## src/rtl/stream_mem_loader.sv

```systemverilog
// Boot loader: takes a byte stream (16-bit word count, then words) and writes the words into
// top's memory port, then raises status=RUN and counts cycles until end_process or timeout.
module stream_mem_loader #(
  parameter logic [15:0] BASE_ADDR = 16'd0,
  parameter logic [16:0] MAX_WORDS = 17'd65536,
  parameter logic [31:0] TIMEOUT   = 32'd1000000
) (
  input  logic        clk,
  input  logic        rst_n,
  input  logic [7:0]  rx_data,
  input  logic        rx_valid,
  output logic        rx_ready,
  output logic [15:0] com_data_in,
  output logic [15:0] com_addr,
  output logic        com_wr_en,
  output logic [1:0]  status,
  input  logic        end_process,
  output logic        busy,
  output logic        run_done,
  output logic        err_len,
  output logic        err_timeout,
  output logic [31:0] run_cycles
);
  localparam int unsigned WW = 16;
  localparam int unsigned CW = 32;
  localparam logic [1:0] ST_LOAD = 2'b00;
  localparam logic [1:0] ST_RUN  = 2'b01;
  localparam logic [CW-1:0] TO_LAST = CW'(TIMEOUT - 32'd1);

  typedef enum logic [3:0] {
    S_IDLE, S_HDR_HI, S_HDR_LO, S_DAT_HI, S_DAT_LO, S_WRITE, S_RUN, S_DONE, S_ERR
  } state_t;

  state_t          state_q, state_d;
  logic [7:0]      hi_q, hi_d;
  logic [WW-1:0]   n_q, n_d;
  logic [WW-1:0]   idx_q, idx_d;
  logic [WW-1:0]   com_data_in_q, com_data_in_d;
  logic [WW-1:0]   com_addr_q, com_addr_d;
  logic            com_wr_en_q, com_wr_en_d;
  logic            rx_ready_q, rx_ready_d;
  logic [1:0]      status_q, status_d;
  logic            busy_q, busy_d;
  logic            run_done_q, run_done_d;
  logic            err_len_q, err_len_d;
  logic            err_timeout_q, err_timeout_d;
  logic [CW-1:0]   run_cycles_q, run_cycles_d;
  logic            accept;

  assign accept = rx_valid & rx_ready_q;

  // Next-state and registered-output computation
  always_comb begin
    state_d       = state_q;
    hi_d          = hi_q;
    n_d           = n_q;
    idx_d         = idx_q;
    com_data_in_d = com_data_in_q;
    com_addr_d    = com_addr_q;
    com_wr_en_d   = 1'b0;
    run_done_d    = run_done_q;
    err_len_d     = err_len_q;
    err_timeout_d = err_timeout_q;
    run_cycles_d  = run_cycles_q;

    unique case (state_q)
      S_IDLE: state_d = S_HDR_HI;
      S_HDR_HI: begin
        if (accept) begin
          hi_d    = rx_data;
          state_d = S_HDR_LO;
        end
      end
      S_HDR_LO: begin
        if (accept) begin
          n_d = {hi_q, rx_data};
          if ({1'b0, hi_q, rx_data} > MAX_WORDS) begin
            state_d   = S_ERR;
            err_len_d = 1'b1;
          end else if ({hi_q, rx_data} == 16'd0) begin
            state_d = S_RUN;
          end else begin
            state_d    = S_DAT_HI;
            idx_d      = '0;
            com_addr_d = BASE_ADDR;
          end
        end
      end
      S_DAT_HI: begin
        if (accept) begin
          hi_d    = rx_data;
          state_d = S_DAT_LO;
        end
      end
      S_DAT_LO: begin
        // Address and data are registered here so they are stable during the strobe
        if (accept) begin
          com_data_in_d = {hi_q, rx_data};
          com_addr_d    = BASE_ADDR + idx_q;
          com_wr_en_d   = 1'b1;
          state_d       = S_WRITE;
        end
      end
      S_WRITE: begin
        idx_d   = idx_q + 16'd1;
        state_d = ((17'(idx_q) + 17'd1) == 17'(n_q)) ? S_RUN : S_DAT_HI;
      end
      S_RUN: begin
        if (run_cycles_q != '1) run_cycles_d = run_cycles_q + 32'd1;
        if (end_process) begin
          state_d    = S_DONE;
          run_done_d = 1'b1;
        end else if ((TIMEOUT != 32'd0) && (run_cycles_q == TO_LAST)) begin
          state_d       = S_ERR;
          err_timeout_d = 1'b1;
        end
      end
      default: ;
    endcase

    rx_ready_d = state_d inside {S_HDR_HI, S_HDR_LO, S_DAT_HI, S_DAT_LO};
    busy_d     = state_d inside {S_HDR_HI, S_HDR_LO, S_DAT_HI, S_DAT_LO, S_WRITE, S_RUN};
    status_d   = (state_d inside {S_RUN, S_DONE}) ? ST_RUN : ST_LOAD;
  end

  always_ff @(posedge clk or negedge rst_n) begin
    if (!rst_n) begin
      state_q       <= S_IDLE;
      hi_q          <= '0;
      n_q           <= '0;
      idx_q         <= '0;
      com_data_in_q <= '0;
      com_addr_q    <= '0;
      com_wr_en_q   <= 1'b0;
      rx_ready_q    <= 1'b0;
      status_q      <= ST_LOAD;
      busy_q        <= 1'b0;
      run_done_q    <= 1'b0;
      err_len_q     <= 1'b0;
      err_timeout_q <= 1'b0;
      run_cycles_q  <= '0;
    end else begin
      state_q       <= state_d;
      hi_q          <= hi_d;
      n_q           <= n_d;
      idx_q         <= idx_d;
      com_data_in_q <= com_data_in_d;
      com_addr_q    <= com_addr_d;
      com_wr_en_q   <= com_wr_en_d;
      rx_ready_q    <= rx_ready_d;
      status_q      <= status_d;
      busy_q        <= busy_d;
      run_done_q    <= run_done_d;
      err_len_q     <= err_len_d;
      err_timeout_q <= err_timeout_d;
      run_cycles_q  <= run_cycles_d;
    end
  end

  assign rx_ready    = rx_ready_q;
  assign com_data_in = com_data_in_q;
  assign com_addr    = com_addr_q;
  assign com_wr_en   = com_wr_en_q;
  assign status      = status_q;
  assign busy        = busy_q;
  assign run_done    = run_done_q;
  assign err_len     = err_len_q;
  assign err_timeout = err_timeout_q;
  assign run_cycles  = run_cycles_q;

endmodule
```

## config.mk

```make
export PLATFORM = sky130hd
export DESIGN_NAME = stream_mem_loader
export DESIGN_NICKNAME = d
export VERILOG_FILES = /design/src/rtl/stream_mem_loader.sv
export SDC_FILE = /design/constraint.sdc
export NUM_CORES = 1
export LEC_CHECK = 0
export CORE_ASPECT_RATIO = 1.4
export CORE_UTILIZATION = 55
export CTS_BUF_LIST = sky130_fd_sc_hd__clkbuf_8
export DETAILED_ROUTE_END_ITERATION = 7
export DONT_BUFFER_PORTS = 1
export PLACE_DENSITY = 0.68
export SYNTH_ARGS = -nofsm -noshare
export SYNTH_HDL_FRONTEND = slang
export SYNTH_SLANG_ARGS = --single-unit
```

## constraint.sdc

```tcl
create_clock -name clk -period 2.7 [get_ports clk]
set_input_delay 0.405 -clock clk [delete_from_list [all_inputs] [get_ports clk]]
set_output_delay 0.405 -clock clk [all_outputs]
set_load 0.02 [all_outputs]
```

== Yosys cells after proc, flatten, opt, wreduce, memory -nomap -nowiden ==
Cells that the tools add are included.
Operators by class
  add/sub/neg operators: 3
  magnitude comparators: 1
  equality and inequality tests: 20
  mux-type cells: 19
  bitwise gates (word level): 2
  reduce and logical (&&, ||, !) cells: 17
Operator list (number)
  16-bit two-way mux: 4
  16-bit one-hot mux with 2 select lines: 2
  32-bit by 1-bit adder with 32-bit output (second input constant): 1
  32-bit by 20-bit equality test with 1-bit output (second input constant): 1
  32-bit inequality test (second input constant): 1
  4-bit by 3-bit equality test with 1-bit output (second input constant): 7
  4-bit two-way mux: 7
  4-bit one-hot mux with 7 select lines: 1
  16-bit by 1-bit adder with 17-bit output (second input constant): 1
  17-bit by 16-bit equality test with 1-bit output: 1
  16-bit by 17-bit greater-than comparator with 1-bit output (second input constant): 1
  16-bit by 1-bit adder with 16-bit output (second input constant): 1
  4-bit by 2-bit equality test with 1-bit output (second input constant): 4
  16-bit logical NOT: 1
  2-bit AND reduction: 5
  4-bit by 1-bit equality test with 1-bit output (second input constant): 2
  2-bit inequality test (second input constant): 4
  3-bit two-way mux: 2
  3-bit AND reduction: 2
  2-bit nonzero test: 3
  6-bit nonzero test: 1
  5-bit AND reduction: 1
  4-bit logical NOT: 1
  4-bit AND reduction: 1
  5 further kinds: 7
Word-level totals
  bits in registers: 115
  input bits: 12
  output and inout bits: 72
  word-level logic and storage cells: 76

== Longest topological paths before layout ==
Gate-level depths: netlist (run 1).
  word-level depth: 8
  gate-level depth with buffers: 9
  mapped depth without buffers: 8

== Worst setup path before layout (run 1) ==
Ideal clock, no wire load.
  kind: flip-flop to flip-flop
  start: register idx_q[1]
  end: register status_q[0], in the netlist status[0]
  setup time: 0.067 ns
  arrival time: 2.142 ns
  data required time: 2.633 ns
  slack: 0.492 ns
  cell stages (with the launch flop): 10
  buffers on the path: 1
  period minus slack after synthesis: 2.208 ns
  path through: dfrtp_1 > ha_1 > nand3_1 > buf_2 > nor4_1 > xnor2_1 > o2111ai_1 > nor4_2 > a21o_2 > and3b_1
Between the ends
  word-level cells in the longest chain between the ends: 7
  elaborated cells between the ends (all ways): 8
  classes of those cells: 1 x add/sub; 3 x eq/ne; 3 x mux; 1 x reduce/logical
Ends and longest elaborated chain
  start: declaration: line 37  | logic [WW-1:0] idx_q, idx_d;
  start signal: assignment: line 146  | idx_q <= idx_d;
  16-bit by 1-bit adder with 17-bit output *: line 106  | state_d = ((17'(idx_q) + 17'd1) == 17'(n_q)) ? S_RUN : S_DAT_HI;
  17-bit by 16-bit equality test with 1-bit output *: line 106
  3-bit two-way mux *: line 106
  4-bit one-hot mux with 7 select lines *: line 66  | unique case (state_q)
  net state_d[2]: line 34  | state_t state_q, state_d;
  4-bit by 3-bit equality test with 1-bit output: line 123  | status_d = (state_d inside {S_RUN, S_DONE}) ? ST_RUN : ST_LOAD;
  2-bit nonzero test *: line 123
  1-bit two-way mux *: line 123
  net status_d[0]: line 42  | logic [1:0] status_q, status_d;
  end signal: assignment: line 151  | status_q <= status_d;
  end: declaration: line 42
Mark *: on every way through the listed nets, which the timed path passes. The rest lies on a longest branch.
A chain may end at the register's enable or synchronous reset.

== Worst setup path after layout (run 1) ==
  start: register idx_q[0]
  end: register status_q[0], in the netlist status[0]
The elaborated chain is that of the path after synthesis.

==> results.py, run 1 <==
metrics = {
    "synthesis": {
        "post-synth-top-area-cell": "dfrtp_1",
        "synth_cell_types": 54,
        "synth-adder-area-share_pct": 0.4555,
        "syn-instance-count": 525,
        "synth_top_flop_cell": "dfrtp_1",
        "synth.top_cells.by_count": "dfrtp_1 (114), nand2_1 (64), o21ai_0 (42)",
        "synth_warn": 0,
        "synth_xor_xnor_area_share_pct": 8.609,
        "compound_gate_fraction_of_synth_area_pct": 9.702,
        "synth_top_family_by_area": "simple AND/OR/NAND/NOR gates",
        "seq_area_frac_synth_pct": 51.92,
        "synth_enable_flop_cells": 0,
        "yosys.cell_count.top_type": "dfrtp_1",
        "yosys-top-cells-area": "dfrtp_1 (52%), mux2_2 (8.2%), xnor2_1 (5.4%)",
        "synth-simple-area-share_pct": 18.17,
        "async_flop_share_pct": 100.0,
        "mux_contribution_to_synthesized_area_pct": 8.199,
        "synth_seq_cells": 114,
        "syn_area_per_cell_um2": 10.46,
        "netlist.area_leader.share_pct": 51.92,
        "synth.cell_area_um2": 5494,
    },
    "sta": {
        "fin_ws_ns": 0.1992,
        "timing.final.crit_share_pct": 92.62,
        "finalWorstPathRequiredPeriod_ns": 2.501,
        "hold_violations": 114,
        "max_clock_freq_ghz": 0.3999,
        "tightestPinTransition_ns": 0.7342,
        "finClkSkew_ns": 0.01171,
        "fin_setup_tns_ns": 0,
        "worst_hold_slack_ns": -0.3451,
        "finalSetupViolations": 0,
        "worst_slew_margin_rel_pct": 50.68,
        "timing.final.max_slew_violations": 0,
        "unrepaired_setup_endpoints_after_global_routing": "no",
    },
    "cts": {
        "clock_latency_ns": 0.44,
        "cts_htree_levels": 4,
        "cts_root_buf": "clkbuf_8",
        "cts_repair_resize_count": 0,
        "clock_path_buffers": 2,
        "tritoncts": "done",
        "clkTransAtPathRegs_ns": 0.07,
        "number_of_buffers_added_for_setup_after_cts": 0,
        "tritoncts_num_sinks": 114,
        "cts-buffers-inserted": 17,
    },
    "floorplanning": {
        "die_outline_width_um": 86.47,
        "die_y_um": 120.3,
        "start_util_pct": 57.44,
        "top_ports": 84,
        "site_rows": 42,
        "coreArea_um2": 9564,
        "dieArea_um2": 10400,
    },
    "placed_design": {
        "detailedPlace.worstSlack_ns": 0.2184,
        "detailedPlacementHpwl_mm": 9.169,
        "place_congestion": 1.033,
        "io_buffers": 0,
        "detailed_place.area_um2": 5761,
    },
    "global_routing": {
        "grt_use_total_pct": 27.14,
        "grt_pass1_vias": 4175,
        "grt_remaining_overflow": 0,
        "grt_start_max_net_pins": 115,
        "grt_pass1_wl_mm": 21.27,
        "number_of_antenna_violations_at_the_first_check_in_global_routing": 0,
    },
    "setup_path": {
        "peak_fanout_along_the_critical_path": 7,
        "r2r_start": "idx_q[0]",
        "crit_family": "simple AND/OR/NAND/NOR gates",
        "timing.critical_path.to_type": "flop",
        "cpMaxStageDelayCell": "dfrtp_1",
        "cp_slowest_stage_delay_ns": 0.42,
        "worstSetupPathType": "flop to flop",
        "cp-startpoint": "idx_q[0]",
        "critPathLaunchType": "flop",
        "timing.critical_path.cells": "ha_1 -> nand3_1 -> buf_4 -> nor4_1 -> xnor2_1 -> o2111ai_1 -> nor4_2 -> a21o_2 -> and3b_1",
        "crit_buf_inv": 1,
        "cp.required_ns": 3.08,
        "worst-r2r-setup-slack_ns": 0.20,
        "critPathArrivalTime_ns": 2.88,
    },
    "final_layout": {
        "non_filler_cell_area_final_um2": 6130,
        "final_layout_size_suffix_gt1_share_pct": 20.57,
        "final_net_count": 560,
        "layout-area-overhead-vs-synth_pct": 11.57,
        "n_antenna_cell": 0,
    },
    "hold_path": {
        "worstHoldPathType": "input port to asynchronous set/reset pin",
    },
    "power": {
        "vdd.ir_drop.worst_mv": 0.3986,
        "p_per_area_nw_per_um2": 520.5,
        "leakagePower_nw": 2.798,
        "p_total_mw": 3.191,
    },
    "flow_run": {
        "max_cap_violations": 0,
    },
    "drt": {
        "drt_drc_violations_left": 0,
        "detail_route.vias_per_cell": 5.842,
        "postRouteWirelength_mm": 12.61,
        "avgRoutedWirePerCell_um": 18.25,
        "drtIter0Drc": 169,
        "detail_route.first_pass.iterations": 4,
        "final_antenna_net_count": 0,
        "dr_total_vias": 4037,
    },
    "status": {
        "failed_checks": "negative hold slack",
        "status": "finished with violations",
    },
}
-- power by group --
part	switching (mW)	internal (mW)
Combinational	0.00290	0.00121
Clock	0.751	0.728
Sequential	0	1.71
Total	0.754	2.44
-- final cells by class --
cell class,count,area [um^2]
clock buffer,17,234.0
inverter,7,26.28
fill,813,3435
multi-input combinational,377,2499
tap,132,165.2
clock inverter,15,135.1
timing repair buffer,29,217.7
sequential,114,2853
-- cell families after synthesis --
| kind of cell | after synthesis |
|---|---|
| AO/OA/AOI/OAI | 86 |
| adder cells (fa/ha/maj) | 2 |
| AND/OR/NAND/NOR | 193 |
| buffers and inverters | 35 |
| XOR/XNOR | 54 |
| other | 1 |
| multiplexers | 40 |
| flip-flops | 114 |
-- per-layer routing --
metal	vias up	part of all wire [%]	track usage (%)
met5	-	0	0
met4	0	2.6	12.60
met3	25	5.6	8.396
met2	123	54	47.42
met1	1972	37	29.72
li1	1917	-	-
-- flip-flops by register name, indices dropped and copies added (netlist names) --
name,cells
rx_ready,1
run_done,1
status,1
idx_q,16
hi_q,8
com_wr_en,1
com_addr,16
com_data_in,16
busy,1
err_timeout,1
run_cycles,32
state_q,4
n_q,16
-- stage by stage --
stage / util [%] / hold WS [ns] / instances
6_report: 64.09 / -0.3451 / 691
5_1_grt: 64.09 / -0.3764 / 691
4_1_cts: 64.09 / -0.3726 / 691
3_5_place_dp: 60.23 / 0.1120 / 659
3_3_place_gp: 60.23 / 0.1122 / 659
2_1_floorplan: - / 0.1094 / 526
-- placed cells by master, fill, tap and decap left out, drive strengths merged, types with 3 or more instances in the layout --
cell / Yosys / layout
and4: 4 / 4
mux2: 40 / 40
xor2: 20 / 20
a21o: 4 / 4
a31oi: 6 / 6
or2: 3 / 3
buf: 12 / 29
nand2: 64 / 64
nand3: 23 / 23
nor2: 34 / 34
inv: 7 / 9
dfrtp: 114 / 114
xnor2: 34 / 34
a21oi: 5 / 5
o21ai: 43 / 43
nor3: 10 / 10
o31ai: 8 / 8
clkinv: 0 / 7
clkbuf: 16 / 17
nor4: 15 / 15
clkinvlp: 0 / 5
o2111ai: 3 / 3
o211ai: 4 / 4
and3: 6 / 6
nor4b: 3 / 3
nand4: 16 / 16
-- worst paths after layout --
| check | endpoint | cells past startpoint |
|---|---|---|
| max | status[0] | 9 |
| min | com_addr[14] | 0 |
| max reg2reg | status[0] | 9 |
| min reg2reg | n_q[15] | 1 |
| max in group asynchronous | hi_q[1] | 0 |
| min in group clk | run_done | 1 |
-- worst register-to-register path, delay by kind of cell (launching register included) --
kind | cells | cell delay (ns)
AOI/OAI and AO/OA | 2 | 0.37
xor gates and xnor gates | 1 | 0.17
adders and majority gates | 1 | 0.20
buffers and inverters | 1 | 0.21
DFF | 1 | 0.42
and+or+nand+nor | 4 | 1.08
Power figures use the tool's default switching activity.
==> run 2, diff against run 1 <==
CORE_UTILIZATION = 44   (was 55)
PLACE_DENSITY = 0.57   (was 0.68)
SLEW_MARGIN = 10   (was unset)
==> results.py, run 2 (synthesized netlist as in run 1, its figures left out) <==
metrics = {
    "status": {
        "status": "finished with violations",
        "failed_checks": "negative hold slack",
    },
    "drt": {
        "detail_route.vias_per_cell": 5.752,
        "avgRoutedWirePerCell_um": 18.75,
        "detail_route.first_pass.iterations": 4,
        "postRouteWirelength_mm": 13.39,
        "drtIter0Drc": 185,
        "dr_total_vias": 4107,
        "final_antenna_net_count": 0,
        "drt_drc_violations_left": 0,
    },
    "setup_path": {
        "peak_fanout_along_the_critical_path": 11,
        "regToRegEndpoint": "status[0]",
        "critPathLaunchType": "flop",
        "cp_slowest_stage_delay_ns": 0.63,
        "r2r_start": "idx_q[6]",
        "worst-r2r-setup-slack_ns": 0.19,
        "ff2ff_path_depth": 7,
        "timing.critical_path.to_type": "flop",
        "worstSetupPathType": "flop to flop",
        "cpMaxStageDelayCell": "or4_4",
        "cp.required_ns": 3.05,
        "timing.critical_path.cells": "nand4_2 -> or4_4 -> nand3b_1 -> o2111ai_1 -> nor4_2 -> a21o_2 -> and3b_1",
        "critPathArrivalTime_ns": 2.87,
    },
    "sta": {
        "hold_violations": 114,
        "max_clock_freq_ghz": 0.3978,
        "worst_slew_margin_rel_pct": 49.30,
        "finalWorstPathRequiredPeriod_ns": 2.514,
        "unrepaired_setup_endpoints_after_global_routing": "no",
        "finClkSkew_ns": 0.01065,
        "timing.final.max_slew_violations": 0,
        "fin_ws_ns": 0.1862,
        "finalSetupViolations": 0,
        "tightestPinTransition_ns": 0.7605,
        "fin_setup_tns_ns": 0,
        "timing.final.crit_share_pct": 93.10,
        "worst_hold_slack_ns": -0.3227,
    },
    "power": {
        "clock_power_share_pct": 52.2,
        "p_per_area_nw_per_um2": 565.9,
        "leakagePower_nw": 2.898,
        "internal_power_mw": 2.857,
        "p_seq_share_pct": 47.7,
        "p_total_mw": 3.578,
        "switchingPower_uw": 720.5,
        "vdd.ir_drop.worst_mv": 0.3564,
        "power_share_of_the_combinational_group_pct": 0.1,
        "power.share.switching_pct": 20.14,
    },
    "global_routing": {
        "number_of_antenna_violations_at_the_first_check_in_global_routing": 0,
        "grt_pass1_vias": 4135,
        "grt_pass1_wl_mm": 21.60,
        "grt_use_total_pct": 22.32,
        "grt_start_max_net_pins": 115,
        "grt_remaining_overflow": 0,
    },
    "floorplanning": {
        "top_ports": 84,
        "dieArea_um2": 12940,
        "site_rows": 47,
        "die_outline_width_um": 96.44,
        "coreArea_um2": 12000,
        "die_y_um": 134.2,
        "start_util_pct": 45.80,
    },
    "cts": {
        "tritoncts_num_sinks": 114,
        "clock_path_buffers": 2,
        "cts_htree_levels": 4,
        "cts-buffers-inserted": 17,
        "cts_root_buf": "clkbuf_8",
        "clock_latency_ns": 0.42,
        "tritoncts": "done",
        "clkTransAtPathRegs_ns": 0.07,
    },
    "final_layout": {
        "layout-area-overhead-vs-synth_pct": 15.08,
        "non_filler_cell_area_final_um2": 6322,
        "final_net_count": 568,
        "final_cell_mix": "dfrtp_1 (114), nand2_1 (64), o21ai_0 (42)",
        "layout.cells.non_filler": 714,
        "largest_reg_flops": 32,
        "final_common_cell": "dfrtp_1",
        "n_antenna_cell": 0,
        "final_layout_size_suffix_gt1_share_pct": 21.87,
    },
    "placed_design": {
        "detailed_place.area_um2": 5839,
        "detailedPlace.worstSlack_ns": 0.08624,
        "place_congestion": 0.8799,
        "detailedPlacementHpwl_mm": 9.493,
        "io_buffers": 0,
        "dp_cells": 682,
    },
    "hold_path": {
        "worstHoldPathType": "input port to asynchronous set/reset pin",
    },
    "flow_run": {
        "max_cap_violations": 0,
    },
}
run 2: cell types whose count changed in the layout (fill, tap and decap cells not counted), moves of 2 or more:
cell        delta
clkinvlp_4     -3
bufinv_16      +4
buf_4          +8
clkinv_2       -2
inv_6          -2
clkbuf_8       +2
run 2: how the worst max path moves through the flow:
| stage | from | to | slack (ns) | cells past startpoint |
|---|---|---|---|---|
| after floorplan | idx_q[1] | status[0] | 0.49 | 9 |
| after global placement | run_cycles[25] | run_cycles[31] | 0.13 | 7 |
| after detailed placement | run_cycles[25] | run_cycles[31] | 0.09 | 7 |
| after CTS | run_cycles[25] | run_cycles[31] | 0.08 | 7 |
| after global routing | idx_q[6] | status[0] | 0.06 | 7 |
| final | idx_q[6] | status[0] | 0.19 | 7 |
run 2: area by class of cell:
cell class / count / area (um^2)
timing repair buffer: 37 / 277.8
tap: 147 / 183.9
clock buffer: 19 / 261.5
sequential: 114 / 2853
fill: 1088 / 5674
multi-input combinational: 377 / 2511
clock inverter: 13 / 209.0
inverter: 7 / 26.28
run 2: what timing repair did:
action,4_1_cts,5_1_grt
endpoints found under the hold margin,114,114
gates resized for setup,0,2
setup endpoints to repair,0,5
setup buffers,0,0
run 2: routing by layer:
layer  track usage [%]  routed length [um]
met1             26.43                5462
met2             37.52                6913
met3             6.576                 758
met4             8.497                 256
met5                 0                   0
run 2: critical path, delay by kind of cell, from the launching register on:
| family | cells | cell delay, ns |
|---|---|---|
| flip-flops | 1 | 0.50 |
| AO/OA/AOI/OAI | 2 | 0.36 |
| AND/OR/NAND/NOR | 5 | 1.59 |
run 2: stage by stage:
step	hold WS, ns	util [%]
4_1_cts	-0.3576	52.60
6_report	-0.3227	52.70
3_3_place_gp	0.1149	48.68
5_1_grt	-0.3653	52.70
2_1_floorplan	0.1094	-
3_5_place_dp	0.1143	48.68
run 2: power groups by stage:
stage          Combinational, mW  Clock (mW)  Sequential (mW)
2_1_floorplan            0.00614           0             1.74
3_3_place_gp             0.00409           0             1.74
3_5_place_dp             0.00404           0             1.74
4_1_cts                  0.00407        1.92             1.71
5_1_grt                  0.00461        1.99             1.71
6_report                 0.00416        1.87             1.71
==> run 3, diff against run 2 <==
PLACE_DENSITY = unset   (was 0.57)
RECOVER_POWER = 50   (was unset)
==> results.py, run 3 (synthesized netlist as in run 1, its figures left out) <==
metrics = {
    "placed_design": {
        "io_buffers": 0,
        "detailed_place.area_um2": 5787,
        "place_congestion": 0.8968,
        "detailedPlacementHpwl_mm": 9.147,
    },
    "floorplanning": {
        "top_ports": 84,
        "dieArea_um2": 12940,
        "die_y_um": 134.2,
        "die_outline_width_um": 96.44,
        "start_util_pct": 45.80,
        "coreArea_um2": 12000,
        "site_rows": 47,
    },
    "drt": {
        "final_antenna_net_count": 0,
        "detail_route.vias_per_cell": 5.731,
        "drtIter0Drc": 156,
        "avgRoutedWirePerCell_um": 18.07,
        "detail_route.first_pass.iterations": 4,
        "dr_total_vias": 4052,
        "drt_drc_violations_left": 0,
        "postRouteWirelength_mm": 12.78,
    },
    "status": {
        "status": "finished with violations",
        "failed_checks": "negative hold slack",
    },
    "sta": {
        "unrepaired_setup_endpoints_after_global_routing": "no",
        "max_clock_freq_ghz": 0.3928,
        "tightestPinTransition_ns": 0.7245,
        "worst_hold_slack_ns": -0.3326,
        "timing.final.crit_share_pct": 94.30,
        "finalSetupViolations": 0,
        "worst_slew_margin_rel_pct": 51.33,
        "fin_setup_tns_ns": 0,
        "finClkSkew_ns": 0.01236,
        "finalWorstPathRequiredPeriod_ns": 2.546,
        "hold_violations": 114,
        "timing.final.max_slew_violations": 0,
    },
    "setup_path": {
        "timing.critical_path.cells": "and4_1 -> nand4_1 -> or3_1 -> o2111ai_1 -> or2_2 -> nor2_1 -> xor2_1",
        "worstSetupPathType": "flop to flop",
        "cp_slowest_stage_delay_ns": 0.56,
        "critPathArrivalTime_ns": 2.86,
        "crit_family": "simple AND/OR/NAND/NOR gates",
        "peak_fanout_along_the_critical_path": 6,
        "critPathLaunchType": "flop",
        "ff2ff_path_depth": 7,
        "cpMaxStageDelayCell": "dfrtp_1",
        "cp.depth": 7,
        "cp.required_ns": 3.02,
        "timing.critical_path.to_type": "flop",
        "crit_buf_inv": 0,
    },
    "cts": {
        "number_of_buffers_added_for_setup_after_cts": 0,
        "tritoncts": "done",
        "cts_root_buf": "clkbuf_8",
        "clock_latency_ns": 0.44,
        "clkTransAtPathRegs_ns": 0.08,
        "tritoncts_num_sinks": 114,
        "clock_path_buffers": 2,
        "cts-buffers-inserted": 17,
        "cts_htree_levels": 4,
    },
    "final_layout": {
        "layout-area-overhead-vs-synth_pct": 14.67,
        "non_filler_cell_area_final_um2": 6300,
        "final_net_count": 561,
        "final_cell_mix": "dfrtp_1 (114), nand2_1 (64), o21ai_0 (42)",
        "n_antenna_cell": 0,
        "final_layout_size_suffix_gt1_share_pct": 20.71,
        "final_common_cell": "dfrtp_1",
        "largest_reg_flops": 32,
    },
    "global_routing": {
        "grt_pass1_vias": 4239,
        "grt_start_max_net_pins": 115,
        "grt_util_met1_pct": 24.46,
        "globalRouteMet2Util_pct": 36.54,
        "grt_pass1_wl_mm": 20.97,
        "grt_use_met3_pct": 6.519,
        "grt_use_total_pct": 21.53,
        "grt_remaining_overflow": 0,
        "gr-max-usage-layer": "met2",
        "number_of_antenna_violations_at_the_first_check_in_global_routing": 0,
    },
    "power": {
        "leakagePower_nw": 2.890,
        "p_per_area_nw_per_um2": 584.6,
        "vdd.ir_drop.worst_mv": 0.3022,
    },
    "flow_run": {
        "max_cap_violations": 0,
    },
    "hold_path": {
        "worstHoldPathType": "input port to asynchronous set/reset pin",
    },
}
[run 3: cell count changes in the layout (fill, tap and decap cells not counted), sizes merged]
cell / change
buf: -7
bufinv: +1
clkinv: -1
clkinvlp: -1
inv: +1
[run 3: final cells by class]
cell class	instances	area (um^2)
fillers	1088	5697
flip-flops and latches	114	2853
well taps	147	183.9
multi-input cells	377	2519
inverters	7	26.28
clock buffers	19	261.5
clock inverters	13	231.5
repair buffers	30	225.2
[run 3: stage by stage]
| stage | std cells | setup WS (ns) | total power, mW | hold WS, ns | util (%) |
|---|---|---|---|---|---|
| after floorplan | 526 | 0.4915 | 1.746 | 0.1094 | - |
| after global placement | 675 | 0.2029 | 1.745 | 0.1136 | 48.24 |
| after detailed placement | 675 | 0.1329 | 1.745 | 0.1152 | 48.24 |
| after CTS | 707 | 0.1247 | 3.723 | -0.3645 | 52.35 |
| after global routing | 707 | 0.01034 | 3.778 | -0.3582 | 52.51 |
| final | 707 | 0.1540 | 3.683 | -0.3326 | 52.51 |
[run 3: per-layer routing]
metal / vias up / part of all wire [%]
li1: 1905 / -
met1: 1990 / 40
met2: 131 / 52
met3: 26 / 6.4
met4: 0 / 2.2
met5: - / 0
[run 3: path summary, 6_finish.rpt]
| kind | slack [ns] | startpoint | end |
|---|---|---|---|
| max reg2reg | 0.15 | run_cycles[25] | run_cycles[25] |
| min | -0.33 | rst_n | idx_q[14] |
| min in group clk | 0.09 | end_process | run_done |
| min reg2reg | 0.53 | n_q[3] | n_q[3] |
| max | 0.15 | run_cycles[25] | run_cycles[25] |
| max in group asynchronous | 2.87 | rst_n | idx_q[8] |
[run 3: what timing repair did]
item	4_1_cts	5_1_grt
hold endpoints to repair	114	114
endpoints found under the setup margin	0	1
resized for setup	0	3
[run 3: power by group]
part | total, mW | switching (mW) | internal (mW)
logic | 0.00519 | 0.00311 | 0.00207
registers | 1.71 | 0 | 1.71
clock network | 1.97 | 0.727 | 1.24
